File: src/rtl/core_bp_update_pkg.sv
// Shared definitions for the branch-predictor update path: entry layout and
// default sizing used by the resolution queue and its wrapper.
package core_bp_update_pkg;

  localparam int DEF_DEPTH = 4;
  localparam int DEF_PTR_W = 2;
  localparam int DEF_CNT_W = 16;

  // Entry layout: pc[11:6], bhr[5:2], pht[1:0]
  localparam int ENTRY_W = 12;
  localparam int PC_LSB  = 6;
  localparam int PC_W    = 6;
  localparam int BHR_LSB = 2;
  localparam int BHR_W   = 4;
  localparam int PHT_LSB = 0;
  localparam int PHT_W   = 2;

  typedef struct packed {
    logic [PC_W-1:0]  pc;
    logic [BHR_W-1:0] bhr;
    logic [PHT_W-1:0] pht;
  } bp_entry_t;

  // Direction the table predicted when this entry was fetched.
  function automatic logic predicted_taken(input bp_entry_t e);
    return e.pht[PHT_W-1];
  endfunction

endpackage

File: src/rtl/core_bp_fifo.sv
// In-order queue of prediction contexts. Clear discards everything that is
// not being popped at the same edge, leaving wp aligned with the new rp.
module core_bp_fifo
  import core_bp_update_pkg::*;
#(
  parameter int DEPTH = DEF_DEPTH,
  parameter int PTR_W = DEF_PTR_W,
  parameter int W     = ENTRY_W
) (
  input  logic             clk,
  input  logic             rst,
  input  logic             push,
  input  logic             pop,
  input  logic             clear,
  input  logic [W-1:0]     wdata,
  output logic [W-1:0]     rdata,
  output logic             full,
  output logic             empty,
  output logic [PTR_W:0]   count
);

  localparam logic [PTR_W-1:0] PTR_ONE  = {{(PTR_W-1){1'b0}}, 1'b1};
  localparam logic [PTR_W:0]   CNT_ONE  = {{PTR_W{1'b0}}, 1'b1};
  localparam logic [PTR_W:0]   FULL_CNT = (PTR_W+1)'(DEPTH);

  logic [W-1:0]     mem [DEPTH];
  logic [PTR_W-1:0] wp_reg;
  logic [PTR_W-1:0] rp_reg;
  logic [PTR_W-1:0] rp_next;
  logic [PTR_W-1:0] wp_next;
  logic [PTR_W:0]   count_reg;
  logic [PTR_W:0]   count_next;
  logic             push_ok;

  assign full  = (count_reg == FULL_CNT);
  assign empty = (count_reg == '0);
  assign count = count_reg;
  assign rdata = mem[rp_reg];

  // When full, a push is only accepted because the head leaves at the same edge.
  assign push_ok = push && !clear && (!full || pop);

  always_comb begin
    rp_next    = pop ? rp_reg + PTR_ONE : rp_reg;
    wp_next    = push_ok ? wp_reg + PTR_ONE : wp_reg;
    count_next = count_reg;
    if (clear) begin
      wp_next    = rp_next;
      count_next = '0;
    end else begin
      unique case ({push_ok, pop})
        2'b10:   count_next = count_reg + CNT_ONE;
        2'b01:   count_next = count_reg - CNT_ONE;
        default: count_next = count_reg;
      endcase
    end
  end

  always_ff @(posedge clk) begin
    if (!rst) begin
      wp_reg    <= '0;
      rp_reg    <= '0;
      count_reg <= '0;
    end else begin
      wp_reg    <= wp_next;
      rp_reg    <= rp_next;
      count_reg <= count_next;
    end
  end

  always_ff @(posedge clk) begin
    if (push_ok) begin
      mem[wp_reg] <= wdata;
    end
  end

endmodule

File: src/rtl/core_bp_update.sv
// Resolution-side companion of the pattern history table: queues IF-time
// prediction context and replays it to the table when EX resolves the branch.
module core_bp_update
  import core_bp_update_pkg::*;
#(
  parameter int DEPTH = DEF_DEPTH,
  parameter int PTR_W = DEF_PTR_W,
  parameter int CNT_W = DEF_CNT_W
) (
  input  logic             clk,
  input  logic             rst,
  input  logic             if_push,
  input  logic [5:0]       if_pc,
  input  logic [3:0]       if_bhr,
  input  logic [1:0]       if_pht,
  input  logic             ex_resolve,
  input  logic             ex_taken,
  input  logic             flush,
  output logic             full,
  output logic             empty,
  output logic             update_BP,
  output logic             pred_right,
  output logic             taken,
  output logic [3:0]       BHR_in,
  output logic [5:0]       id_pc,
  output logic [1:0]       delayed_PHT,
  output logic             mispredict,
  output logic             err_underflow,
  output logic             err_overflow,
  output logic [CNT_W-1:0] stat_branches,
  output logic [CNT_W-1:0] stat_mispred
);

  localparam logic [CNT_W-1:0] STAT_ONE = {{(CNT_W-1){1'b0}}, 1'b1};
  localparam logic [CNT_W-1:0] STAT_MAX = '1;

  bp_entry_t      wr_entry;
  bp_entry_t      rd_entry;
  logic [PTR_W:0] q_count;
  logic           pop;
  logic           pred_ok;
  logic           mispred_now;
  logic           push_req;
  logic           clear;
  logic           overflow_now;
  logic [1:0]     stat_inc;
  logic [2*CNT_W-1:0] stat_flat;

  assign wr_entry.pc  = if_pc;
  assign wr_entry.bhr = if_bhr;
  assign wr_entry.pht = if_pht;

  assign pop          = ex_resolve && !empty;
  assign pred_ok      = (predicted_taken(rd_entry) == ex_taken);
  assign mispred_now  = pop && !pred_ok;
  // Anything fetched in the same cycle as a mispredict or flush is wrong-path.
  assign push_req     = if_push && !flush && !mispred_now;
  assign clear        = flush || mispred_now;
  assign overflow_now = if_push && full && !ex_resolve;

  core_bp_fifo #(
    .DEPTH (DEPTH),
    .PTR_W (PTR_W),
    .W     (ENTRY_W)
  ) u_fifo (
    .clk   (clk),
    .rst   (rst),
    .push  (push_req),
    .pop   (pop),
    .clear (clear),
    .wdata (wr_entry),
    .rdata (rd_entry),
    .full  (full),
    .empty (empty),
    .count (q_count)
  );

  // Data outputs hold their last resolved values between update pulses.
  always_ff @(posedge clk) begin
    if (!rst) begin
      update_BP   <= 1'b0;
      mispredict  <= 1'b0;
      pred_right  <= 1'b0;
      taken       <= 1'b0;
      BHR_in      <= '0;
      id_pc       <= '0;
      delayed_PHT <= '0;
    end else begin
      update_BP  <= pop;
      mispredict <= mispred_now;
      if (pop) begin
        pred_right  <= pred_ok;
        taken       <= ex_taken;
        BHR_in      <= rd_entry.bhr;
        id_pc       <= rd_entry.pc;
        delayed_PHT <= rd_entry.pht;
      end
    end
  end

  always_ff @(posedge clk) begin
    if (!rst) begin
      err_underflow <= 1'b0;
      err_overflow  <= 1'b0;
    end else begin
      if (ex_resolve && empty) begin
        err_underflow <= 1'b1;
      end
      if (overflow_now) begin
        err_overflow <= 1'b1;
      end
    end
  end

  assign stat_inc = {mispred_now, pop};

  for (genvar gi = 0; gi < 2; gi++) begin : g_stat
    logic [CNT_W-1:0] cnt_reg;

    always_ff @(posedge clk) begin
      if (!rst) begin
        cnt_reg <= '0;
      end else if (stat_inc[gi] && (cnt_reg != STAT_MAX)) begin
        cnt_reg <= cnt_reg + STAT_ONE;
      end
    end

    assign stat_flat[gi*CNT_W +: CNT_W] = cnt_reg;
  end

  assign stat_branches = stat_flat[0 +: CNT_W];
  assign stat_mispred  = stat_flat[CNT_W +: CNT_W];

endmodule

File: config.mk
export PLATFORM = sky130hd
export DESIGN_NAME = core_bp_update
export DESIGN_NICKNAME = d
export VERILOG_FILES = /design/src/rtl/core_bp_update_pkg.sv /design/src/rtl/core_bp_fifo.sv /design/src/rtl/core_bp_update.sv
export SDC_FILE = /design/constraint.sdc
export NUM_CORES = 1
export LEC_CHECK = 0
export ABC_AREA = 1
export ABC_CLOCK_PERIOD_IN_PS = 4800
export CAP_MARGIN = 40
export CORE_UTILIZATION = 50
export DETAILED_ROUTE_END_ITERATION = 8
export GPL_TIMING_DRIVEN = 0
export PLACE_DENSITY = 0.75
export SLEW_MARGIN = 20
export SYNTH_ARGS = -nofsm -noshare
export SYNTH_HDL_FRONTEND = slang
export SYNTH_SLANG_ARGS = --single-unit
File: constraint.sdc
create_clock -name clk -period 4.8 [get_ports clk]
set_input_delay 0.96 -clock clk [delete_from_list [all_inputs] [get_ports clk]]
set_output_delay 0.96 -clock clk [all_outputs]
set_load 0.03 [all_outputs]
==> results.json, run 1 <==
{
  "endpoint_arrival_time_on_the_critical_path_ns": 2.85,
  "tritoncts": "done",
  "tns_ns": 0,
  "initial_utilization": 0.5277,
  "cts_repair_resize_count": 0,
  "cts_made_buffers": 9,
  "maxCapViolations": 0,
  "layout_min_cycle_time_ns": 2.747,
  "antenna_cells": 0,
  "cell_internal_power_dissipation_uw": 1268,
  "power_leakage_uw": 0.002077,
  "net-switching-power_uw": 430.9,
  "finalHoldViolCount": 0,
  "antenna_violations_before_repair": 0,
  "min_path_cells": 2,
  "post_route_cells_drive_above_1_share": 0.08612,
  "die_h_um": 98.87,
  "synth_warn": 0,
  "global_route.overflow_total": 0,
  "comb_power_share": 0.080,
  "layout_worst_path_cycle_share": 0.5722,
  "std_cell_rows": 34,
  "number_of_enable_type_register_cells_in_the_synthesized_netlist": 48,
  "seq_power_share": 0.568,
  "post-route-drc-count": 0,
  "wl_mm": 10.18,
  "post-cts-setup-buffers": 0,
  "syn_nets": 563,
  "ant_nets": 0,
  "fmax_mhz": 364.1,
  "ioPinCount": 70,
  "final.fill_count": 751,
  "post_synth_inst_count": 538,
  "netlist-cell-type-count": 37,
  "regMostFlops": "u_fifo.mem",
  "tritoncts_num_sinks": 105,
  "die_area_sq_um": 9775,
  "critical_path_peak_fanout": 8,
  "drt_first_pass_iters": 5,
  "share_of_synthesized_flip_flops_with_an_asynchronous_set_or_reset": 0,
  "layout_overhead_on_the_synthesized_area_pct": 23.39,
  "clk_pin_slew_worst_paths_ns": 0.11,
  "fp.dieW_um": 98.87,
  "ys_dominant_reg_cell": "sky130_fd_sc_hd__dfxtp_1",
  "post-layout-total-power_uw": 1699,
  "clock_path_buffers": 2,
  "wl_per_cell_um": 13.85,
  "sequential_to_total_area_share_from_yosys_stat": 0.5504,
  "number_of_cells_on_the_worst_reg_to_reg_path": 8,
  "hp-class": "flop to flop",
  "hold_fix_buffers_at_cts": 0,
  "globalplace.congestion": 0.8582,
  "detailed_place_hpwl_mm": 7.525,
  "worst-endpoint-required_ns": 4.90,
  "grt_start_max_net_pins": 22,
  "cts_max_level": 3,
  "power.share.switching": 0.2536,
  "slew-limit-headroom": 0.5146,
  "crit_path_start_kind": "input pin",
  "outcome": "finished, final reports clean",
  "core-area_sq_um": 8891,
  "grt_first_pass_wirelength_mm": 16.86,
  "largest_register_ffs": 48,
  "final_max_slew_viol_count": 0,
  "finalClockSkew_ns": 0.01429,
  "power_per_cell_area_nw_per_um2": 293.4,
  "synth_seq_cells": 105,
  "path_class": "input pin to flop",
  "power_frac_clock": 0.352,
  "insertion_delay_ns": 0.37,
  "post_syn_area_sq_um": 4692,
  "ir_worst_vdd_v": 0.0001745,
  "end_kind": "flop",
  "tightest_slew_ns": 0.7254,
  "syn_avg_cell_area_sq_um": 8.721,
  "vias_per_cell": 5.180,
  "io_buffer_count": 69,
  "grt_use_total": 0.2212,
  "rsz0062_at_grt": "no",
  "grt_pass1_vias": 3625,
  "first_iter_violations": 167,
  "setup_viol": 0,
  "clockRootBuffer": "sky130_fd_sc_hd__clkbuf_8",
  "net_total_in_the_final_layout": 647,
  "via_count": 3807
}
-- critical path, stage by stage --
cell	delay, ns
sky130_fd_sc_hd__clkdlybuf4s50_1	0.48
sky130_fd_sc_hd__nand2_4	0.16
sky130_fd_sc_hd__inv_1	0.12
sky130_fd_sc_hd__nand3_2	0.15
sky130_fd_sc_hd__nand3_1	0.16
sky130_fd_sc_hd__nor2_1	0.59
sky130_fd_sc_hd__buf_6	0.23
-- kinds of logic (layout without fill, tap and decap cells) --
kind of cell	Yosys count	in the layout	synth area share
buf+inv	71	160	0.06747
fa+ha+maj	7	7	0.02027
simple gates	245	245	0.2245
compound gates	93	93	0.1056
flops	105	105	0.5504
xor+xnor	17	17	0.03173
-- cell type report --
| cell class | count | area (sq um) | share of cell area |
|---|---|---|---|
| Buffer | 20 | 120.1 | 0.02075 |
| Inverter | 51 | 196.4 | 0.03393 |
| Clock inverter | 7 | 102.6 | 0.01772 |
| Multi-Input combinational cell | 362 | 1793 | 0.3097 |
| Tap cell | 108 | 135.1 | 0.02334 |
| Sequential cell | 105 | 2582 | 0.4461 |
| Clock buffer | 9 | 123.9 | 0.02140 |
| Timing Repair Buffer | 73 | 735.7 | 0.1271 |
-- power by group through the flow --
stage          clock [uW]  sequential, uW  combinational, uW
2_1_floorplan           0             997               64.5
3_3_place_gp            0             985                130
3_5_place_dp            0             985                136
4_1_cts               605             965                137
5_1_grt               644             967                149
6_report              598             965                136
-- layout by cell type (no fill, tap or decap), types with 10 or more instances in the layout --
cell,instances
sky130_fd_sc_hd__clkbuf_1,10
sky130_fd_sc_hd__o21ai_0,43
sky130_fd_sc_hd__dfxtp_1,57
sky130_fd_sc_hd__xor2_1,11
sky130_fd_sc_hd__nor2_1,96
sky130_fd_sc_hd__clkdlybuf4s50_1,69
sky130_fd_sc_hd__nand2_1,89
sky130_fd_sc_hd__a31oi_1,11
sky130_fd_sc_hd__nand3_1,25
sky130_fd_sc_hd__a21oi_1,31
sky130_fd_sc_hd__inv_1,45
sky130_fd_sc_hd__edfxtp_1,48
-- final timing paths --
kind                                                    to                         start  slack, ns
worst min register to register  err_underflow$_SDFFE_PN0P_    err_underflow$_SDFFE_PN0P_       0.48
worst max-delay path            u_fifo.mem[1][3]$_DFFE_PP_                    ex_resolve       2.05
worst min-delay path            err_underflow$_SDFFE_PN0P_    err_underflow$_SDFFE_PN0P_       0.48
worst max register to register  u_fifo.mem[1][3]$_DFFE_PP_  u_fifo.count[0]$_SDFFE_PP0P_       2.48
-- layer usage --
layer | track usage | vias to the layer above | wire length [um]
met1 | 0.2809 | 1761 | 4647
met2 | 0.3803 | 92 | 4934
met4 | 0.08840 | 0 | 166
li1 | - | 1938 | -
met5 | 0 | - | 0
met3 | 0.03262 | 16 | 434
-- metrics by stage --
step	cells	hold slack, ns	cell area [sq um]	utilization	worst slack [ns]
after detailed placement	719	0.4599	5563	0.6257	1.577
after global routing	735	0.4988	5789	0.6511	1.892
final	735	0.4753	5789	0.6511	2.053
after CTS	735	0.4791	5789	0.6511	1.976
after floorplan	538	0.4920	4692	-	2.500
after global placement	715	0.4397	5518	0.6206	1.434
-- synthesized netlist by cell type (9+ instances only) --
cell / instances / area (sq um)
sky130_fd_sc_hd__clkbuf_1: 10 / 37.54
sky130_fd_sc_hd__edfxtp_1: 48 / 1441
sky130_fd_sc_hd__nand2_2: 9 / 56.30
sky130_fd_sc_hd__inv_1: 45 / 168.9
sky130_fd_sc_hd__a31oi_1: 11 / 68.82
sky130_fd_sc_hd__nand3_1: 25 / 125.1
sky130_fd_sc_hd__nor2_1: 96 / 360.4
sky130_fd_sc_hd__nand2_1: 89 / 334.1
sky130_fd_sc_hd__dfxtp_1: 57 / 1141
sky130_fd_sc_hd__o21ai_0: 43 / 215.2
sky130_fd_sc_hd__xor2_1: 11 / 96.34
sky130_fd_sc_hd__a21oi_1: 31 / 155.2
No activity file was read; power rests on OpenSTA's default activity.
==> run 2, diff against run 1 <==
Settings changed: ABC_CLOCK_PERIOD_IN_PS 4800 to 2300, CORE_UTILIZATION 50 to 49, PLACE_DENSITY 0.75 to 0.76.
Clock period 4.8 ns to 2.3 ns, I/O delays scaled along.
==> results.json, run 2 (synthesis results as in run 1) <==
{
  "post_route_cells_drive_above_1_share": 0.09091,
  "layout_worst_path_cycle_share": 0.9614,
  "fmax_mhz": 452.2,
  "via_count": 3845,
  "ir_worst_vdd_v": 0.0004092,
  "core-area_sq_um": 9240,
  "wl_mm": 10.14,
  "grtUsageMet1": 0.2708,
  "layout.cells.most_common": "sky130_fd_sc_hd__nor2_1",
  "grt_use_total": 0.2209,
  "sequential_cell_area_sq_um": 2584,
  "layout.cells.most_common_list": "96 x sky130_fd_sc_hd__nor2_1, 88 x sky130_fd_sc_hd__nand2_1, 69 x sky130_fd_sc_hd__clkdlybuf4s50_1",
  "vias_per_cell": 5.086,
  "clk_pin_slew_worst_paths_ns": 0.11,
  "delay_contributed_by_the_slowest_stage_of_the_critical_path_ns": 0.67,
  "r2r_start": "u_fifo.count[0]$_SDFFE_PP0P_",
  "first_iter_violations": 151,
  "gr-usage-met3": 0.03621,
  "outcome": "finished, final reports clean",
  "tritoncts": "done",
  "antenna_violations_before_repair": 0,
  "slew-limit-headroom": 0.5389,
  "layout_min_cycle_time_ns": 2.211,
  "clockRootBuffer": "sky130_fd_sc_hd__clkbuf_8",
  "finalHoldViolCount": 0,
  "global_route.peak_usage_layer": "met2",
  "die_area_sq_um": 9971,
  "hp-class": "flop to flop",
  "detailed_place_hpwl_mm": 7.447,
  "final.fill_count": 773,
  "initial_utilization": 0.5078,
  "net_total_in_the_final_layout": 647,
  "antenna_cells": 0,
  "cts_made_buffers": 9,
  "cp_slowest_cell": "sky130_fd_sc_hd__clkdlybuf4s50_1",
  "largest_register_ffs": 48,
  "end_kind": "output port",
  "grt_pass1_vias": 3790,
  "final_max_slew_viol_count": 0,
  "min_path_cells": 2,
  "post-cts-setup-buffers": 0,
  "rsz0062_at_grt": "yes",
  "grt_start_max_net_pins": 23,
  "holdPathEnd": "err_underflow$_SDFFE_PN0P_",
  "layout_overhead_on_the_synthesized_area_pct": 23.73,
  "globalplace.congestion": 0.8572,
  "multiInputGateArea_sq_um": 1803,
  "tritoncts_num_sinks": 105,
  "hp-start": "err_underflow$_SDFFE_PN0P_",
  "std_cell_rows": 35,
  "crit_path_start_kind": "flop",
  "grt_use_met2": 0.3777,
  "reg2reg_slack_ns": 0.09,
  "ioPinCount": 70,
  "setup_viol": 0,
  "clock_path_buffers": 2,
  "ant_nets": 0,
  "maxCapViolations": 0,
  "cts_max_level": 3,
  "power_per_cell_area_nw_per_um2": 596.6,
  "worst-endpoint-required_ns": 1.84,
  "wl_per_cell_um": 13.41,
  "finalClockSkew_ns": 0.02409,
  "final_core_util": 0.6283,
  "number_of_cells_on_the_worst_reg_to_reg_path": 8,
  "post-route-drc-count": 0,
  "path_class": "flop to output port",
  "die_h_um": 99.86,
  "io_buffer_count": 69,
  "hold_fix_buffers_at_cts": 0,
  "cp_cell_sequence": "nor2_1 > nand2_1 > inv_1 > clkdlybuf4s50_1",
  "cts_repair_resize_count": 0,
  "post_dp_cell_area_sq_um": 5589,
  "timing.rr.end": "u_fifo.mem[0][8]$_DFFE_PP_",
  "design_area_sq_um": 5806,
  "drt_first_pass_iters": 5,
  "endpoint_arrival_time_on_the_critical_path_ns": 1.75,
  "regMostFlops": "u_fifo.mem",
  "tightest_slew_ns": 0.6891,
  "power_leakage_uw": 0.002066,
  "global_route.overflow_total": 0,
  "critical_path_peak_fanout": 4,
  "fp.dieW_um": 99.86,
  "insertion_delay_ns": 0.38,
  "grt_first_pass_wirelength_mm": 17.15
}
-- run 2: final cells by class --
class / count / share of cell area
Sequential cell: 105 / 0.4450
Inverter: 51 / 0.03384
Timing Repair Buffer: 73 / 0.1267
Buffer: 20 / 0.02069
Tap cell: 129 / 0.02780
Multi-Input combinational cell: 362 / 0.3106
Clock buffer: 9 / 0.02134
Clock inverter: 7 / 0.01401
-- run 2: per-stage QoR --
stage               TNS (ns)  hold slack (ns)  setup WS [ns]  std cells  power, uW
finish                     0           0.4651        0.08873        756       3463
detailed placement    -11.98           0.4550        -0.3331        740       2340
CTS                 -0.02826           0.4702       -0.01130        756       3490
floorplan                  0           0.4920         0.3787        538       2215
global route          -1.356           0.4887       -0.08777        756       3605
global placement      -26.13           0.4397        -0.5590        736       2325
-- run 2: how the worst max path moves through the flow --
stage	slack, ns	from	end	depth (start not counted)
2_1_floorplan	0.38	u_fifo.count[0]$_SDFFE_PP0P_	u_fifo.mem[0][0]$_DFFE_PP_	7
3_3_place_gp	-0.56	ex_resolve	u_fifo.mem[0][3]$_DFFE_PP_	6
3_5_place_dp	-0.33	ex_resolve	u_fifo.mem[0][3]$_DFFE_PP_	7
4_1_cts	-0.01	u_fifo.count[0]$_SDFFE_PP0P_	u_fifo.mem[0][8]$_DFFE_PP_	8
5_1_grt	-0.09	u_fifo.count[0]$_SDFFE_PP0P_	u_fifo.mem[3][5]$_DFFE_PP_	8
6_report	0.09	u_fifo.count[0]$_SDFFE_PP0P_	empty	4
-- run 2: worst max-delay path, delay by kind of cell (launching register included) --
kind | cells | cell delay (ns)
DFF | 1 | 0.36
and+or+nand+nor | 2 | 0.28
buffers and inverters | 2 | 0.76
-- run 2: metal layers --
metal  wire length, um  up-vias
met4               159        0
met2              5061       94
li1                  -     1942
met1              4446     1797
met3               472       12
met5                 0        -
-- run 2: power breakdown --
group          switching (uW)  total (uW)  internal [uW]  leakage [uW]
registers                20.4        2010           1990      0.000897
clock network             720        1160            443      0.000104
logic                     177         286            110       0.00107
==> RTL change 1, RTL diff (settings of run 2) <==
The package constant `DEF_DEPTH` goes from 4 to 8.
--- a/src/rtl/core_bp_update_pkg.sv
+++ b/src/rtl/core_bp_update_pkg.sv
@@ -2,7 +2,7 @@
 // default sizing used by the resolution queue and its wrapper.
 package core_bp_update_pkg;
 
-  localparam int DEF_DEPTH = 4;
+  localparam int DEF_DEPTH = 8;
   localparam int DEF_PTR_W = 2;
   localparam int DEF_CNT_W = 16;
 
Check against the original RTL: not equivalent (a bounded check fails within 4 cycles, from zero or initial values and one cycle with rst low).
==> RTL change 1 against run 2 <==
Final cell count fell by 1.6%. Die area fell by 0.66%. Worst setup slack got worse by 11 ps. Sequential cell count did not move. Synthesized area fell by 0.67%. Wire length barely moved. Design area fell by 0.37%.
Power is not compared: it rests on default switching activity, and its combinational part moved more than twofold at a synthesized area within 25%.
==> RTL change 1: results (changes against run 2) <==
| Metric | Value |
|---|---|
| Status | `complete, no violations` |
| Clock Latency Late Sink | `370 ps` |
| Global routing usage on met3 | `4.85% (+1.2 points)` |
| Clk pin slew, worst setup/hold paths | `roughly 100 ps` |
| Routed WL | `10,100 µm (about the same)` |
| Critical path's largest stage delay | `540 ps (-130 ps)` |
| Static leakage | `around 2.0 nW` |
| Final Wtd Congestion | `0.929 (+8.4%)` |
| Critical path peak fanout | `8 (+4)` |
| Port bufs | `69 (unchanged)` |
| Largest register FFs | `48 (unchanged)` |
| Ys async rst share | `0% (unchanged)` |
| Synth area leaders | `edfxtp_1 31%, dfxtp_1 24%, nand2_1 8.1%` |
| Seq/Total Area, Yosys | `55.4% (+0.37 points)` |
| CTS buffer count | `9 (unchanged)` |
| Setup Skew | `11.4 ps (-12.7 ps)` |
| Largest net degree at the start of global routing | `21 (-8.7%)` |
| Syn nets | `551 (-2.1%)` |
| Clk buf depth | `2 (unchanged)` |
| Worst slew pin tran | `746 ps (+57.3 ps)` |
| GRT Overall Usage | `21.7% (-0.34 points)` |
| Drt via density | `5.20 (+2.2%)` |
| Worst Path Arrival | `2310 ps (+560 ps)` |
| Top cells by count, synth | `101 x nand2_1, 82 x nor2_1, 57 x dfxtp_1` |
| Post-layout nets | `636 (-1.7%)` |
| Register with the highest flop count | `u_fifo.mem` |
| Met2 usage | `37.7% (-0.058 points)` |
| Worst Hold Class | `reg2reg` |
| Antenna fix cells | `0 (unchanged)` |
| Drt pass-1 iters | `5 (unchanged)` |
| Synthesis warning total | `0 (unchanged)` |
| Iteration-0 DRC Markers | `152 (+0.66%)` |
| GR met1 Demand/Resource | `27.2% (+0.15 points)` |
| Global-route wire length before repair | `16,900 µm (-1.6%)` |
| Vias in the first global route | `3,608 (-4.8%)` |
| Top_reg_cell synth | `dfxtp_1` |
| Root buf cell | `clkbuf_8` |
| Crit path max-delay cell type | `nor2_1` |
| Maximum vdd drop | `~0.40 mV` |
| Fraction of layout instances using a drive strength above 1 | `8.78% (-0.31 points)` |
| EDFF count, synth | `48 (unchanged)` |
| Number of library cell types mapped by synthesis | `32 (-14%)` |
| H-tree Lvls | `3 (unchanged)` |
| HPWL Detailed | `7350 µm (-1.3%)` |
| Initial antenna violation count | `0 (unchanged)` |
[RTL change 1: cell types whose count changed after synthesis, sizes merged, moves of 4 or more]
cell	change
nor2	-15
nand3	-9
nor3	+8
o21ai	-7
xor2	+6
nand4	+5
nand2	+4
[RTL change 1: cells by family (layout without fill, tap and decap cells)]
| family | count (synthesis) | after routing | synth area share, % |
|---|---|---|---|
| flip-flops | 105 | 105 | 55.4 |
| adder cells (fa/ha/maj) | 8 | 8 | 2.31 |
| AO/OA/AOI/OAI | 87 | 87 | 9.93 |
| XOR/XNOR | 23 | 23 | 4.32 |
| AND/OR/NAND/NOR | 234 | 234 | 21.6 |
| buffers and inverters | 68 | 158 | 6.42 |
[RTL change 1: worst paths after layout]
| kind | startpoint | endpoint | slack (ps) | depth (start not counted) |
|---|---|---|---|---|
| setup / recovery | u_fifo.rp_reg[0]$_SDFF_PN0_ | u_fifo.mem[3][5]$_DFFE_PP_ | 80 | 12 |
| hold / removal | stat_mispred[15]$_SDFFE_PN0P_ | stat_mispred[15]$_SDFFE_PN0P_ | 490 | 2 |
| setup reg to reg | u_fifo.rp_reg[0]$_SDFF_PN0_ | u_fifo.mem[3][5]$_DFFE_PP_ | 80 | 12 |
| hold reg to reg | stat_mispred[15]$_SDFFE_PN0P_ | stat_mispred[15]$_SDFFE_PN0P_ | 490 | 2 |
[RTL change 1: repair_timing]
action	in CTS	in global routing
pin swaps	1	1
endpoints found under the setup margin	32	21
cloned	0	0
buffers inserted	3	1
gates resized for setup	5	6
[RTL change 1: worst max-delay path, delay by kind of cell (launching register included)]
kind / cells / cell delay, ps
and+or+nand+nor: 8 / 1090
buffers and inverters: 4 / 510
DFF: 1 / 340
[RTL change 1: metrics by stage]
step	setup WS [ps]	instance area [µm²]	TNS, ps	util (%)	cells
after floorplan	84.4	4660	0	-	525
after global placement	-704	5510	-34120	59.7	723
after global routing	-49.9	5780	-506	62.6	744
after CTS	13.7	5760	0	62.3	743
final	77.4	5780	0	62.6	744
after detailed placement	-736	5550	-23220	60.1	726
[RTL change 1: metal layers]
layer,vias to the layer above,wire (µm),part of all wire (%)
met2,126,5070,50
met5,-,0,0
met4,0,92,0.91
li1,1907,-,-
met3,8,597,5.9
met1,1825,4390,43
[RTL change 1: layout make-up]
class                           instances  area, µm²
Sequential cell                       105       2580
Clock buffer                            9        124
Multi-Input combinational cell        352       1810
Clock inverter                          7       66.3
Tap cell                              129        161
Fill cell                             760       3460
Inverter                               47        181
Buffer                                 19        105
Timing Repair Buffer                   76        757
[RTL change 1: report_power, final]
group | internal, mW | switching (mW) | leakage [nW]
clock | 0.418 | 0.662 | 0.0998
combinational | 0.0365 | 0.0446 | 1.01
sequential | 1.95 | 0.00144 | 0.891
total | 2.40 | 0.708 | 2.00
==> RTL change 2, RTL diff (settings of run 2) <==
Without the edit above. Remove the register `mispredict`: a continuous assignment takes its place, so the output `mispredict` follows one clock earlier. Comments in the files are not updated.
--- a/src/rtl/core_bp_update.sv
+++ b/src/rtl/core_bp_update.sv
@@ -79,7 +79,6 @@
   always_ff @(posedge clk) begin
     if (!rst) begin
       update_BP   <= 1'b0;
-      mispredict  <= 1'b0;
       pred_right  <= 1'b0;
       taken       <= 1'b0;
       BHR_in      <= '0;
@@ -87,7 +86,6 @@
       delayed_PHT <= '0;
     end else begin
       update_BP  <= pop;
-      mispredict <= mispred_now;
       if (pop) begin
         pred_right  <= pred_ok;
         taken       <= ex_taken;
@@ -97,6 +95,8 @@
       end
     end
   end
+
+  assign mispredict = mispred_now;
 
   always_ff @(posedge clk) begin
     if (!rst) begin
Formal check against the unedited RTL: not equivalent (Yosys sat finds a counterexample within 4 cycles, from zero or initial values and one cycle with rst low).
==> RTL change 2 against run 2 <==
Worst setup slack better by 26 ps. Sequential cell count is 1 lower. Wire length grew 2.4%. Sequential share of layout area barely moved. Total power up 0.74%. Clock skew is 5.7 ps lower. Synthesized area is 2.2% lower. Design area down 0.78%. Largest cell class unchanged.
==> RTL change 2: results (changes against run 2) <==
| Metric | Value |
|---|---|
| Status | `complete, no violations` |
| H-tree Lvls | `3 (unchanged)` |
| Worst Setup SP | `u_fifo.count[0]$_SDFFE_PP0P_` |
| Worst r2r src | `u_fifo.rp_reg[0]$_SDFF_PN0_` |
| Compound-Gate Fraction of Synth Area | `11.0% (+0.41 points)` |
| HPWL Detailed | `7420 µm (-0.31%)` |
| Critical path peak fanout | `4 (unchanged)` |
| Worst Hold Class | `reg2reg` |
| GRT Overall Usage | `22.4% (+0.36 points)` |
| Final Wtd Congestion | `0.866 (+1.0%)` |
| Fraction of layout instances using a drive strength above 1 | `9.37% (+0.28 points)` |
| Top_reg_cell synth | `dfxtp_1` |
| Syn nets | `551 (-2.1%)` |
| Static leakage | `2.03 nW (-1.9%)` |
| Routed wire length per instance | `14.3 µm (+6.5%)` |
| Setup Slack @ Placement | `-416 ps (-82.9 ps)` |
| Number of library cell types mapped by synthesis | `36 (-2.7%)` |
| Hold Startpoint | `err_overflow$_SDFFE_PN0P_` |
| Drt via density | `5.20 (+2.3%)` |
| Largest net degree at the start of global routing | `24 (+4.3%)` |
| Clock Latency Late Sink | `380 ps (about the same)` |
| Top cells by count, synth | `94 x nand2_1, 91 x nor2_1, 56 x dfxtp_1` |
| Register with the highest flop count | `u_fifo.mem` |
| Iteration-0 DRC Markers | `183 (+21%)` |
| Ys async rst share | `0% (unchanged)` |
| Root buf cell | `clkbuf_8` |
| Global-route wire length before repair | `17,100 µm (-0.12%)` |
| CTS buffer count | `9 (unchanged)` |
| Max-cap viol count | `0 (unchanged)` |
| Maximum vdd drop | `0.351 mV (-14%)` |
| Post-layout nets | `639 (-1.2%)` |
| Seq/Total Area, Yosys | `55.9% (+0.82 points)` |
| Synth area leaders | `edfxtp_1 31%, dfxtp_1 24%, nand2_1 7.7%` |
| Initial antenna violation count | `0 (unchanged)` |
| Largest register FFs | `48 (unchanged)` |
| Synthesis warning total | `0 (unchanged)` |
| Setup Skew | `18.4 ps (-5.71 ps)` |
| EDFF count, synth | `48 (unchanged)` |
| Vias in the first global route | `3,690 (-2.6%)` |
| Clk buf depth | `2 (unchanged)` |
| XOR/XNOR share of the synthesized area | `2.86% (-0.31 points)` |
| Post-synthesis mux area share | `0% (unchanged)` |
| Port bufs | `69 (unchanged)` |
| Post-Synth Adder-Cell Area | `2.07% (+0.046 points)` |
| Antenna fix cells | `0 (unchanged)` |
| Drt pass-1 iters | `4 (-1)` |
| Clk pin slew, worst setup/hold paths | `110 ps (about the same)` |
| Fillers | `723 (-6.5%)` |
| Max transition margin | `62.8% (+8.9 points)` |
| Worst Path Arrival | `1730 ps (-20 ps)` |
| Psw | `952 µW (+3.8%)` |
RTL change 2: changes by cell type after synthesis, moves of 5 or more:
cell,change
nand2_2,-9
o21ai_0,+8
nor2_1,-5
nand2_1,+5
a21oi_1,-5
nand3_1,-8
RTL change 2: power by group through the flow:
stage	clock network, mW	logic (mW)	registers, mW
after floorplan	0	0.125	2.06
after global placement	0	0.256	2.04
after detailed placement	0	0.271	2.04
after CTS	1.21	0.275	2.00
after global routing	1.29	0.321	2.00
final	1.20	0.291	2.00
RTL change 2: critical path, stage by stage, from the launching register on:
cell	delay, ps
dfxtp_1	360
nor2_1	140
nand2_1	90
inv_2	90
clkdlybuf4s50_1	670
RTL change 2: path summary, 6_finish.rpt:
path | depth (start not counted) | to | slack (ps)
min reg2reg | 2 | err_overflow$_SDFFE_PN0P_ | 480
max reg2reg | 17 | u_fifo.count[2]$_SDFFE_PP0P_ | 200
max | 4 | empty | 110
min | 2 | err_overflow$_SDFFE_PN0P_ | 480
RTL change 2: cells by family (layout without fill, tap and decap cells):
logic type,count (synthesis),in the layout
buffers and inverters,74,167
xor gates and xnor gates,15,15
and+or+nand+nor,232,232
DFF,104,104
AOI/OAI and AO/OA,94,94
adders and majority gates,7,7
RTL change 2: layer usage:
| metal | track usage, % | routed length [µm] | vias up |
|---|---|---|---|
| li1 | - | - | 1906 |
| met1 | 28.0 | 4640 | 1783 |
| met2 | 38.8 | 5240 | 81 |
| met3 | 4.11 | 356 | 12 |
| met4 | 8.50 | 133 | 0 |
| met5 | 0 | 0 | - |
RTL change 2: what timing repair did:
action                                  CTS  global route
pin swaps                                 0             3
endpoints found under the setup margin   31            50
resized for setup                         5            16
buffers inserted                          0             4
RTL change 2: final cells by class:
| class | count | area share [%] |
|---|---|---|
| Buffer | 18 | 1.54 |
| Clock buffer | 9 | 2.15 |
| Clock inverter | 7 | 1.59 |
| Inverter | 56 | 3.74 |
| Multi-Input combinational cell | 348 | 31.0 |
| Sequential cell | 104 | 44.5 |
| Tap cell | 108 | 2.35 |
| Timing Repair Buffer | 77 | 13.2 |
RTL change 2: per-stage QoR:
step / instances / hold slack, ps / area, µm² / power, mW
final: 727 / 479 / 5760 / 3.49
after global routing: 727 / 493 / 5760 / 3.61
after CTS: 723 / 479 / 5680 / 3.48
after detailed placement: 707 / 462 / 5460 / 2.31
after global placement: 703 / 451 / 5410 / 2.29
after floorplan: 526 / 494 / 4590 / 2.19
